### src/rtl/ones_mask_gen_pkg.sv
// Shared definitions for the ones-mask generator: control state encoding
// and the count-width helper.
package ones_gen_pkg;

  typedef enum logic [2:0] {
    START = 3'b000,
    LOAD  = 3'b001,
    CHECK = 3'b010,
    SHIFT = 3'b011,
    DONE  = 3'b100
  } state_t;

  // Bits needed to hold any count from 0 to width inclusive.
  function automatic int calc_cw(input int width);
    return $clog2(width + 1);
  endfunction

endpackage

### src/rtl/ones_mask_gen_if.sv
// Start/finish bus of the ones-mask generator, with the control state
// exposed for observation.
interface ones_mask_gen_if
  import ones_gen_pkg::*;
#(
  parameter int WIDTH = 8,
  parameter int CW    = calc_cw(WIDTH)
) ();

  // init is a start request that is honoured only while busy is low.
  // busy stays high from the accepting edge until the operation returns
  // to idle. done pulses for one cycle with result already valid, and
  // result then holds until the next operation loads.
  logic             init;
  logic [CW-1:0]    count;
  logic [WIDTH-1:0] result;
  logic             busy;
  logic             done;
  state_t           state;

  modport master (
    output init, count,
    input  result, busy, done, state
  );

  modport slave (
    input  init, count,
    output result, busy, done, state
  );

endinterface

### src/rtl/ones_mask_gen_control.sv
// Moore controller for the ones-mask generator. Sequences the load and the
// shift steps, and decodes busy/done from the state alone.
module control_ones_gen
  import ones_gen_pkg::*;
(
  input  logic   clk,
  input  logic   rst,
  input  logic   init,
  input  logic   z,
  output logic   ld,
  output logic   sft,
  output logic   busy,
  output logic   done,
  output state_t state
);

  state_t state_q;
  state_t state_d;

  always_ff @(negedge clk) begin
    if (rst) state_q <= START;
    else     state_q <= state_d;
  end

  always_comb begin
    state_d = START;
    ld      = 1'b0;
    sft     = 1'b0;
    case (state_q)
      START: state_d = init ? LOAD : START;
      LOAD: begin
        ld      = 1'b1;
        state_d = CHECK;
      end
      CHECK: state_d = z ? DONE : SHIFT;
      SHIFT: begin
        sft     = 1'b1;
        state_d = CHECK;
      end
      DONE:    state_d = START;
      default: state_d = START;
    endcase
  end

  assign busy  = (state_q != START);
  assign done  = (state_q == DONE);
  assign state = state_q;

endmodule

### src/rtl/ones_mask_gen.sv
// Builds a thermometer word with min(count, WIDTH) ones at the LSB end,
// shifting in one bit per SHIFT state.
module ones_mask_gen
  import ones_gen_pkg::*;
#(
  parameter int WIDTH = 8,
  parameter int CW    = calc_cw(WIDTH)
) (
  input  logic            clk,
  input  logic            rst,
  ones_mask_gen_if.slave  bus
);

  localparam logic [CW-1:0] WIDTH_C = CW'(WIDTH);

  logic [WIDTH-1:0] result_q;
  logic [CW-1:0]    cnt_q;
  logic [CW-1:0]    count_sat;
  logic             ld;
  logic             sft;
  logic             z;
  logic             busy;
  logic             done;
  state_t           state;

  // Clamping here is what keeps cnt from ever exceeding the word width.
  assign count_sat = (bus.count > WIDTH_C) ? WIDTH_C : bus.count;
  assign z         = (cnt_q == '0);

  control_ones_gen u_ctrl (
    .clk   (clk),
    .rst   (rst),
    .init  (bus.init),
    .z     (z),
    .ld    (ld),
    .sft   (sft),
    .busy  (busy),
    .done  (done),
    .state (state)
  );

  always_ff @(negedge clk) begin
    if (rst) begin
      result_q <= '0;
      cnt_q    <= '0;
    end else if (ld) begin
      result_q <= '0;
      cnt_q    <= count_sat;
    end else if (sft) begin
      result_q <= {result_q[WIDTH-2:0], 1'b1};
      cnt_q    <= cnt_q - 1'b1;
    end
  end

  assign bus.result = result_q;
  assign bus.busy   = busy;
  assign bus.done   = done;
  assign bus.state  = state;

endmodule

### src/flat_wrapper.sv
// flat-port wrapper written by rule: the top's interface ports become plain ports
module ones_mask_gen_flat import ones_gen_pkg::*;
#(
  parameter int WIDTH = 8,
  parameter int CW    = calc_cw(WIDTH)
)
  (clk, rst, bus_init, bus_count, bus_result, bus_busy, bus_done, bus_state);
  ones_mask_gen_if #(.WIDTH(WIDTH), .CW(CW)) bus_i ();
  input  logic clk;
  input  logic rst;
  input wire logic [$bits(bus_i.init)-1:0] bus_init;
  input wire logic [$bits(bus_i.count)-1:0] bus_count;
  output wire logic [$bits(bus_i.result)-1:0] bus_result;
  output wire logic [$bits(bus_i.busy)-1:0] bus_busy;
  output wire logic [$bits(bus_i.done)-1:0] bus_done;
  output wire logic [$bits(bus_i.state)-1:0] bus_state;
  assign bus_i.init = bus_init;
  assign bus_i.count = bus_count;
  assign bus_result = bus_i.result;
  assign bus_busy = bus_i.busy;
  assign bus_done = bus_i.done;
  assign bus_state = bus_i.state;
  ones_mask_gen #(.WIDTH(WIDTH), .CW(CW)) u_core (.clk(clk), .rst(rst), .bus(bus_i));
endmodule
### config.mk
export PLATFORM = sky130hd
export DESIGN_NAME = ones_mask_gen_flat
export DESIGN_NICKNAME = d
export VERILOG_FILES = /design/src/rtl/ones_mask_gen_pkg.sv /design/src/rtl/ones_mask_gen_if.sv /design/src/rtl/ones_mask_gen_control.sv /design/src/rtl/ones_mask_gen.sv /design/src/flat_wrapper.sv
export SDC_FILE = /design/constraint.sdc
export NUM_CORES = 1
export LEC_CHECK = 0
export CELL_PAD_IN_SITES_DETAIL_PLACEMENT = 1
export CELL_PAD_IN_SITES_GLOBAL_PLACEMENT = 1
export CORE_MARGIN = 8
export CORE_UTILIZATION = 35
export DETAILED_ROUTE_END_ITERATION = 6
export GPL_TIMING_DRIVEN = 0
export PLACE_DENSITY_LB_ADDON = 0.1
export SKIP_LAST_GASP = 1
export SLEW_MARGIN = 25
export SYNTH_ARGS = -nofsm -noshare
export SYNTH_HDL_FRONTEND = slang
export SYNTH_HIERARCHICAL = 1
export SYNTH_SLANG_ARGS = --single-unit
export TNS_END_PERCENT = 1
### constraint.sdc
create_clock -name clk -period 4.2 [get_ports clk]
set_input_delay 0.63 -clock clk [delete_from_list [all_inputs] [get_ports clk]]
set_output_delay 0.63 -clock clk [all_outputs]
set_load 0.01 [all_outputs]
== Word-level counts from Yosys, hierarchy flattened ==
Cells that the tools add are included.
Cells by class
  add/subtract/negate cells: 1
  $mul: 0
  divide/modulo/power cells: 0
  magnitude comparators: 1
  equal/unequal tests: 4
  shift-type cells: 0
  multiplexer cells: 8
  bitwise operators: 0
  reductions and logical operators: 6
Operator list (number)
  4-bit 2-to-1 mux: 3
  3-bit one-hot mux with 3 select lines: 1
  3-bit by 2-bit == test with 1-bit output (second input constant): 2
  4-bit > comparator (second input constant): 1
  4-bit zero test: 1
  2-bit OR reduction: 2
  4-bit by 1-bit subtractor with 4-bit output (second input constant): 1
  3-bit by 1-bit == test with 1-bit output (second input constant): 1
  3-bit == test (second input constant): 1
  3-bit zero test: 1
  1-bit 2-to-1 mux: 3
  3-bit 2-to-1 mux: 1
  3-bit nonzero test: 1
  2-bit nonzero test: 1
Storage, ports and cells
  bits in registers: 15
  latch bits: 0
  bits in writable memories: 0
  bits in read-only memories: 0
  logic and storage cells: 23
  memories kept: 0

== Logic depth before layout (Yosys ltp) ==
Gate-level depths: netlist of run 1.
  depth after elaboration: 4
  depth in mapped cells: 6
  mapped depth without buffers: 5

== Cells and area by module ==
The synthesis of run 1 kept the hierarchy.
Modules (own cells, without submodules)
  ones_mask_gen: instances 1, cells each 54, area each 526.8 µm², seq. area each 240.2 µm²
  control_ones_gen: instances 1, cells each 16, area each 140.1 µm², seq. area each 60.1 µm²

==> results by group, run 1 <==
Critical path
  – Critical Path, Cell by Cell: clkdlybuf4s50_1
  – CP peak stage delay: 0.59 ns
  – Crit end category: primary output
  – Crit path max-delay cell type: clkdlybuf4s50_1
  – Worst R2R Setup Slack: 2.44 ns
  – Reg2Reg Depth: 5
  – Crit path max-delay family: buffers and inverters
  – Worst R2R End: u_core/bus.result[5]$_SDFFE_NP0P_
  – Crit path kind: reg2out
  – Worst path buffer plus inverter count: 1
  – CP Launch Type: flip-flop
  – Reg-to-reg startpoint: u_core/u_ctrl/state[0]$_SDFF_NP0_
  – Required time of the critical path: 3.57 ns
  – Critical path arrival: 3.48 ns
  – CP max FO: 8

Clock tree
  – Clk slew on worst S/H paths: 0.04 ns
  – H-tree depth: 1
  – CTS tree: yes
  – # clock sinks: 15
  – Total CTS buffers: 3
  – Root Driver: clkbuf_4
  – Clock Tree Buf Depth: 2
  – Post-CTS setup buffer count: 0
  – Clock latency on the worst-skew pair: 0.36 ns

Logic synthesis
  – Sequential fraction of the synthesis area: 45.0%
  – Library cells used by synthesis: 23
  – Ys Warns: 6
  – Syn Area/Cell: 9.53 sq um
  – Cells after Synth: 70
  – Mapped Nets: 78
  – Synth Cell Area: 667 sq um
  – Synthesis-stage register bit count: 15

Finish
  – Commonest non-fill, non-tap cell in the layout: inv_1
  – Layout cells sized above 1: 11.3%
  – Antenna diodes: 0
  – Fillers: 225
  – Final Instance Area: 985 sq um
  – Synthesis-to-layout area growth: 47.7%
  – Final net count: 115
  – Non-filler instance count after layout: 131
  – Most frequent cells in the layout: 18 x inv_1, 17 x clkdlybuf4s50_1, 14 x dfxtp_1

Floorplanning
  – Die W: 59.7 microns
  – # rows: 15
  – Initial Util: 37.8%
  – Die Ht: 59.7 microns
  – Core box area: 0.00176 sq mm
  – Ports: 20
  – Die ar.: 0.00356 sq mm

Pwr
  – Leak Pwr: 0.418 nW
  – Total power: 0.000410 W
  – Max IR drop VDD: 210 uV
  – Pwr per Cell Area: 416 mW/mm^2

Routing
  – Drt first-iter violations: 7
  – DRT Wirelength: 1.55 mm
  – Via count: 609
  – DRT antenna net count: 0
  – DRT Pass-1 Iters: 4
  – Residual DRC: 0
  – Avg WL per Cell: 11.8 microns
  – Vias/cell: 4.65

Hold path
  – Hold Crit Start: u_core/bus.result[0]$_SDFFE_NP0P_
  – Hold Path End: u_core/bus.result[0]$_SDFFE_NP0P_
  – Hold Path Class: reg2reg
  – Hold Path Depth: 2

Placement
  – PortBufs: 19
  – DP Area: 888 sq um
  – Placed cell count: 114
  – Gpl congestion: 0.790
  – Dpl hpwl: 1.10 mm

Timing
  – Slew @ Worst Pin: 0.837 ns
  – Final hold vios: 0
  – Final Setup Violations: 0
  – Skew final: 0.0216 ns
  – RSZ-0062 raised after global routing: false
  – Final hold slack: 0.488 ns
  – Final Max Tran Viols: 0
  – Slew headroom: 43.7%

Global routing
  – Initial antenna violation count: 0
  – Pin count of the biggest net entering global routing: 11
  – GRT overflow: 0
  – First-pass GRT wire length: 2.72 mm
  – Vias in the first global route: 666
  – Tot GR Track Use: 9.96%

Flow run
  – MaxCap Viol Count: 0

Status
  – Status: finished clean
==> state kept, by name (all words and copies together), names as in the netlist <==
name / cells
u_core/bus.result: 8
u_core/u_ctrl/state: 3
u_core/cnt_q: 4
==> report_power, final <==
group | switching, W | leakage [nW] | total [W] | internal (W)
Combinational | 0.0000208 | 0.188 | 0.0000464 | 0.0000256
Clock | 0.0000903 | 0.108 | 0.000205 | 0.000115
Sequential | 0.00000885 | 0.122 | 0.000158 | 0.000149
Total | 0.000120 | 0.418 | 0.000410 | 0.000290
==> worst register-to-register path, cell delays in order (launching register included) <==
cell     delay, ns
dfxtp_1       0.44
inv_1         0.10
nor3_1        0.65
or2_2         0.22
buf_2         0.17
nor2_1        0.06
==> cells by family (layout without fill, tap and decap cells) <==
kind of cell	Yosys count	in the layout	share of synthesized area, %
mux	7	7	10.5
xor+xnor	3	3	3.94
fa+ha+maj	1	1	1.88
compound gates	8	8	9.57
buf+inv	7	43	5.25
simple gates	29	29	23.8
flops	15	15	45.0
==> worst max-delay path by stage <==
stage,from,end,slack (ns),depth (start not counted)
floorplan,u_core/u_ctrl/state[2]$_SDFF_NP0_,bus_busy,0.58,1
global route,u_core/u_ctrl/state[0]$_SDFF_NP0_,bus_state[0],0.0003,1
CTS,u_core/u_ctrl/state[1]$_SDFF_NP0_,bus_busy,-0.03,2
detailed placement,u_core/u_ctrl/state[2]$_SDFF_NP0_,bus_busy,0.13,2
global placement,u_core/u_ctrl/state[2]$_SDFF_NP0_,bus_busy,0.14,2
finish,u_core/u_ctrl/state[1]$_SDFF_NP0_,bus_state[1],0.09,1
==> layout make-up <==
cell class,instances,area [sq um],share of cell area (%)
Multi-Input combinational cell,48,332,33.7
Sequential cell,15,302,30.6
Timing Repair Buffer,19,184,18.7
Clock inverter,16,86.3,8.77
Tap cell,25,31.3,3.18
Clock buffer,3,22.5,2.29
Buffer,2,16.3,1.65
Inverter,3,11.3,1.14
==> metal layers <==
layer | track usage (%) | part of all wire [%] | vias to the layer above
li1 | - | - | 308
met4 | 8.16 | 0.52 | 0
met5 | 0 | 0 | -
met3 | 6.00 | 7.5 | 2
met2 | 14.8 | 48 | 17
met1 | 9.73 | 44 | 282
==> stage by stage <==
step,utilization [%],TNS [ns],setup WS [ns]
6_report,55.8,0,0.0872
3_5_place_dp,50.4,0,0.132
4_1_cts,56.0,-0.0257,-0.0257
3_3_place_gp,50.4,0,0.142
5_1_grt,55.8,0,0.000331
2_1_floorplan,-,0,0.576
==> Yosys cell counts <==
cell,count,area (sq um)
xnor2_1,1,8.76
a211o_1,1,8.76
dfxtp_1,15,300
nand2b_1,4,25.0
nand2_1,4,15.0
mux2i_1,7,70.1
buf_2,1,5.00
nor3b_1,2,15.0
inv_1,5,18.8
nor2b_1,1,6.26
a2111oi_2,1,15.0
a211oi_1,2,15.0
or3_2,1,7.51
nor3_1,1,5.00
o21a_1,2,15.0
ha_1,1,12.5
buf_6,1,11.3
nor4_1,1,6.26
nor4b_4,1,23.8
a21oi_1,2,10.0
nor2_1,13,48.8
or2_2,1,6.26
xor2_1,2,17.5
==> timing repair <==
item,CTS,global route
endpoints found under the setup margin,2,1
gates resized for setup,3,2
hold endpoints to repair,0,0
hold buffers,0,0
pin swaps,0,0
No activity file was read; power rests on OpenSTA's default activity.
==> run 2: changes to the inputs <==
--- a/config.mk
+++ b/config.mk
@@ -7,7 +7,7 @@
 export LEC_CHECK = 0
 export CELL_PAD_IN_SITES_DETAIL_PLACEMENT = 1
 export CELL_PAD_IN_SITES_GLOBAL_PLACEMENT = 1
-export CORE_MARGIN = 8
+export CORE_MARGIN = 5
 export CORE_UTILIZATION = 35
 export DETAILED_ROUTE_END_ITERATION = 6
 export GPL_TIMING_DRIVEN = 0
==> results by group, run 2 (synthesis gave the netlist of run 1 again) <==
Finish
  – Commonest non-fill, non-tap cell in the layout: inv_1
  – Layout cells sized above 1: 11.3%
  – Synthesis-to-layout area growth: 48.6%
  – Max reg flops: 8
  – Non-filler instance count after layout: 131
  – Final net count: 115
  – Most frequent cells in the layout: 18 x inv_1, 17 x clkdlybuf4s50_1, 13 x nor2_1, 13 x dfxtp_1, 7 x mux2i_1
  – Fillers: 218
  – Antenna diodes: 0
  – Final core occ: 56.2%

Clock tree
  – Root Driver: clkbuf_4
  – H-tree depth: 1
  – CTS tree: yes
  – # clock sinks: 15
  – Clk slew on worst S/H paths: 0.04 ns
  – Total CTS buffers: 3
  – Clock Tree Buf Depth: 2
  – Clock latency on the worst-skew pair: 0.36 ns

Routing
  – DRT Pass-1 Iters: 4
  – Vias/cell: 4.66
  – DRT antenna net count: 0
  – DRT Wirelength: 1.47 mm
  – Via count: 611
  – Avg WL per Cell: 11.3 microns
  – Drt first-iter violations: 5
  – Residual DRC: 0

Timing
  – Final Max Tran Viols: 0
  – Final hold vios: 0
  – Skew final: 0.0220 ns
  – Slew headroom: 48.7%
  – Slew @ Worst Pin: 0.763 ns
  – Setup ws final: 0.0634 ns
  – Final Setup Violations: 0
  – RSZ-0062 raised after global routing: false

Global routing
  – Vias in the first global route: 654
  – Tot GR Track Use: 12.1%
  – Initial antenna violation count: 0
  – Pin count of the biggest net entering global routing: 11
  – First-pass GRT wire length: 2.50 mm
  – GRT overflow: 0

Floorplanning
  – Initial Util: 37.8%
  – # rows: 15
  – Die W: 53.7 microns
  – Die ar.: 0.00288 sq mm
  – Ports: 20
  – Core box area: 0.00176 sq mm
  – Die Ht: 53.7 microns

Pwr
  – Leak Pwr: 0.418 nW
  – Max IR drop VDD: 216 uV
  – Total power: 0.000408 W
  – Pwr per Cell Area: 411 mW/mm^2

Critical path
  – Required time of the critical path: 3.57 ns
  – Crit end category: primary output
  – CP Launch Type: flip-flop
  – Critical path arrival: 3.51 ns
  – CP max FO: 8
  – Crit path kind: reg2out

Flow run
  – MaxCap Viol Count: 0

Placement
  – Placed cell count: 114
  – Dpl hpwl: 1.06 mm
  – Worst slack, placed: 0.130 ns
  – PortBufs: 19
  – Gpl congestion: 0.701

Status
  – Status: finished clean

Hold path
  – Hold Path Class: reg2reg
run 2: changes by cell type in the layout (fill, tap and decap cells not counted):
cell	before	now
clkbuf_2	1	0
dfxtp_1	14	13
dfxtp_2	1	2
clkdlybuf4s15_1	0	1
run 2: worst max-delay path, cell delays in order, from the launching register on:
cell             delay [ns]
dfxtp_2                0.35
or3_2                  0.47
clkdlybuf4s15_1        0.24
run 2: final timing paths:
kind / slack [ns] / endpoint / from / cells after the start
worst max-delay path: 0.06 / bus_busy / u_core/u_ctrl/state[2]$_SDFF_NP0_ / 2
worst min-delay path: 0.49 / u_core/bus.result[0]$_SDFFE_NP0P_ / u_core/bus.result[0]$_SDFFE_NP0P_ / 2
worst max register to register: 2.50 / u_core/bus.result[0]$_SDFFE_NP0P_ / u_core/u_ctrl/state[0]$_SDFF_NP0_ / 5
worst min register to register: 0.49 / u_core/bus.result[0]$_SDFFE_NP0P_ / u_core/bus.result[0]$_SDFFE_NP0P_ / 2
run 2: final cells by class:
cell class                 count  area [sq um]  area share [%]
clock buffer                   3          22.5            2.27
clock inverter                16          86.3            8.71
sequential                    15           303            30.6
inverter                       3          11.3            1.14
timing repair buffer          19           189            19.1
tap                           25          31.3            3.16
buffer                         2          16.3            1.64
multi-input combinational     48           332            33.5
run 2: through the flow:
stage          hold WS (ns)  setup TNS, ns  area, sq um
2_1_floorplan         0.500              0          667
3_3_place_gp          0.466              0          888
3_5_place_dp          0.489              0          888
4_1_cts               0.498        -0.0110          988
5_1_grt               0.523              0          991
6_report              0.490              0          991
run 2: metal layers:
metal  track usage [%]  part of all wire (%)  up-vias  wire length, microns
li1                  -                     -      306                     -
met4              10.2                  0.27        0                     4
met5                 0                     0        -                     0
met3              6.09                   6.7        2                    99
met2              19.8                    49       14                   725
met1              11.1                    44      289                   644
run 2: power breakdown:
part | internal, W | switching, W
clock | 0.000115 | 0.0000872
combinational | 0.0000265 | 0.0000207
sequential | 0.000150 | 0.00000881
total | 0.000291 | 0.000117
run 2: what timing repair did:
action / CTS / global route
endpoints found under the setup margin: 2 / 1
buffers inserted: 0 / 0
resized for setup: 3 / 2
hold buffers: 0 / 0
==> run 3: changes to the inputs <==
--- a/config.mk
+++ b/config.mk
@@ -7,8 +7,9 @@
 export LEC_CHECK = 0
 export CELL_PAD_IN_SITES_DETAIL_PLACEMENT = 1
 export CELL_PAD_IN_SITES_GLOBAL_PLACEMENT = 1
+export CORE_ASPECT_RATIO = 0.9
 export CORE_MARGIN = 5
-export CORE_UTILIZATION = 35
+export CORE_UTILIZATION = 33
 export DETAILED_ROUTE_END_ITERATION = 6
 export GPL_TIMING_DRIVEN = 0
 export PLACE_DENSITY_LB_ADDON = 0.1
==> constraint.sdc (replaced) <==
create_clock -name clk -period 4.35 [get_ports clk]
set_input_delay 0.6525 -clock clk [delete_from_list [all_inputs] [get_ports clk]]
set_output_delay 0.6525 -clock clk [all_outputs]
set_load 0.01 [all_outputs]
==> results by group, run 3 (synthesis gave the netlist of run 1 again) <==
Hold path
  – Hold Path Class: reg2reg

Clock tree
  – CTS tree: yes
  – Clock Tree Buf Depth: 2
  – Total CTS buffers: 3
  – Clock latency on the worst-skew pair: 0.36 ns
  – Clk slew on worst S/H paths: 0.05 ns
  – Hold-fix buffers at CTS: 0
  – Resized cells post-CTS: 1
  – H-tree depth: 1
  – Root Driver: clkbuf_4
  – # clock sinks: 15
  – Post-CTS setup buffer count: 0

Routing
  – Vias/cell: 4.53
  – Avg WL per Cell: 11.9 microns
  – DRT antenna net count: 0
  – DRT Wirelength: 1.55 mm
  – DRT Pass-1 Iters: 4
  – Drt first-iter violations: 13
  – Via count: 594
  – Residual DRC: 0

Finish
  – Fillers: 234
  – Max reg flops: 8
  – Most frequent cells in the layout: 18 x inv_1, 17 x clkdlybuf4s50_1, 14 x dfxtp_1
  – Synthesis-to-layout area growth: 48.8%
  – Commonest non-fill, non-tap cell in the layout: inv_1
  – Final Instance Area: 992 sq um
  – Final net count: 115
  – Final core occ: 51.8%
  – Layout cells sized above 1: 10.4%
  – Antenna diodes: 0

Floorplanning
  – Die ar.: 0.00302 sq mm
  – Core box area: 0.00191 sq mm
  – Initial Util: 34.8%
  – # rows: 15
  – Die W: 57.4 microns
  – Ports: 20
  – Die Ht: 52.6 microns

Timing
  – Final hold vios: 0
  – Final Setup Violations: 0
  – Slew headroom: 48.6%
  – Setup ws final: 0.0623 ns
  – Final hold slack: 0.492 ns
  – Skew final: 0.0175 ns
  – RSZ-0062 raised after global routing: true
  – Final Max Tran Viols: 0
  – Slew @ Worst Pin: 0.765 ns

Pwr
  – P_int: 0.000281 W
  – Pwr per Cell Area: 394 mW/mm^2
  – Register share of total power: 39.0%
  – Leak Pwr: 0.434 nW
  – Psw: 0.000111 W
  – Switching share of power: 28.3%
  – Total power: 0.000391 W
  – Max IR drop VDD: 258 uV
  – Clock power frac: 49.5%
  – Combinational share of power: 11.5%

Placement
  – DP Area: 888 sq um
  – Dpl hpwl: 1.14 mm
  – Gpl congestion: 0.693
  – Worst slack, placed: 0.179 ns
  – PortBufs: 19

Global routing
  – Tot GR Track Use: 12.0%
  – Pin count of the biggest net entering global routing: 11
  – GRT overflow: 0
  – Initial antenna violation count: 0
  – First-pass GRT wire length: 2.73 mm
  – Vias in the first global route: 652

Critical path
  – Critical path arrival: 3.64 ns
  – Crit end category: primary output
  – Crit path kind: reg2out
  – CP Launch Type: flip-flop
  – Required time of the critical path: 3.70 ns
  – CP max FO: 8

Status
  – Status: finished clean

Flow run
  – MaxCap Viol Count: 0
## run 3: through the flow
stage	std cells	setup TNS [ns]
2_1_floorplan	70	0
3_3_place_gp	114	0
3_5_place_dp	114	0
4_1_cts	131	-0.127
5_1_grt	131	-0.00839
6_report	131	0
## run 3: layer usage
layer	GRT usage, %	wire (microns)
met2	19.5	792
met5	0	0
met4	7.72	15
met1	11.5	643
met3	7.14	102
## run 3: cell type report
class | instances | area, sq um | share of cell area, %
Inverter | 3 | 11.3 | 1.13
Buffer | 2 | 16.3 | 1.64
Multi-Input combinational cell | 48 | 332 | 33.4
Sequential cell | 15 | 302 | 30.4
Tap cell | 25 | 31.3 | 3.15
Clock inverter | 16 | 86.3 | 8.70
Timing Repair Buffer | 19 | 191 | 19.3
Clock buffer | 3 | 22.5 | 2.27
## run 3: power by group through the flow
stage	Sequential, W	Clock (W)	Combinational (W)
after floorplan	0.000154	0.0000241	0.0000264
after global placement	0.000155	0.0000241	0.0000459
after detailed placement	0.000155	0.0000241	0.0000471
after CTS	0.000153	0.000205	0.0000462
after global routing	0.000154	0.000222	0.0000507
final	0.000153	0.000194	0.0000451
## run 3: final timing paths
check | start | endpoint | slack (ns) | cells past startpoint
setup / recovery | u_core/u_ctrl/state[1]$_SDFF_NP0_ | bus_busy | 0.06 | 2
hold / removal | u_core/bus.result[0]$_SDFFE_NP0P_ | u_core/bus.result[0]$_SDFFE_NP0P_ | 0.49 | 2
setup reg to reg | u_core/u_ctrl/state[0]$_SDFF_NP0_ | u_core/bus.result[5]$_SDFFE_NP0P_ | 2.64 | 5
hold reg to reg | u_core/bus.result[0]$_SDFFE_NP0P_ | u_core/bus.result[0]$_SDFFE_NP0P_ | 0.49 | 2
## run 3: critical path, stage by stage (launching register included)
cell and delay (ns):
dfxtp_1 0.37, or3_2 0.46, dlygate4sd2_1 0.29
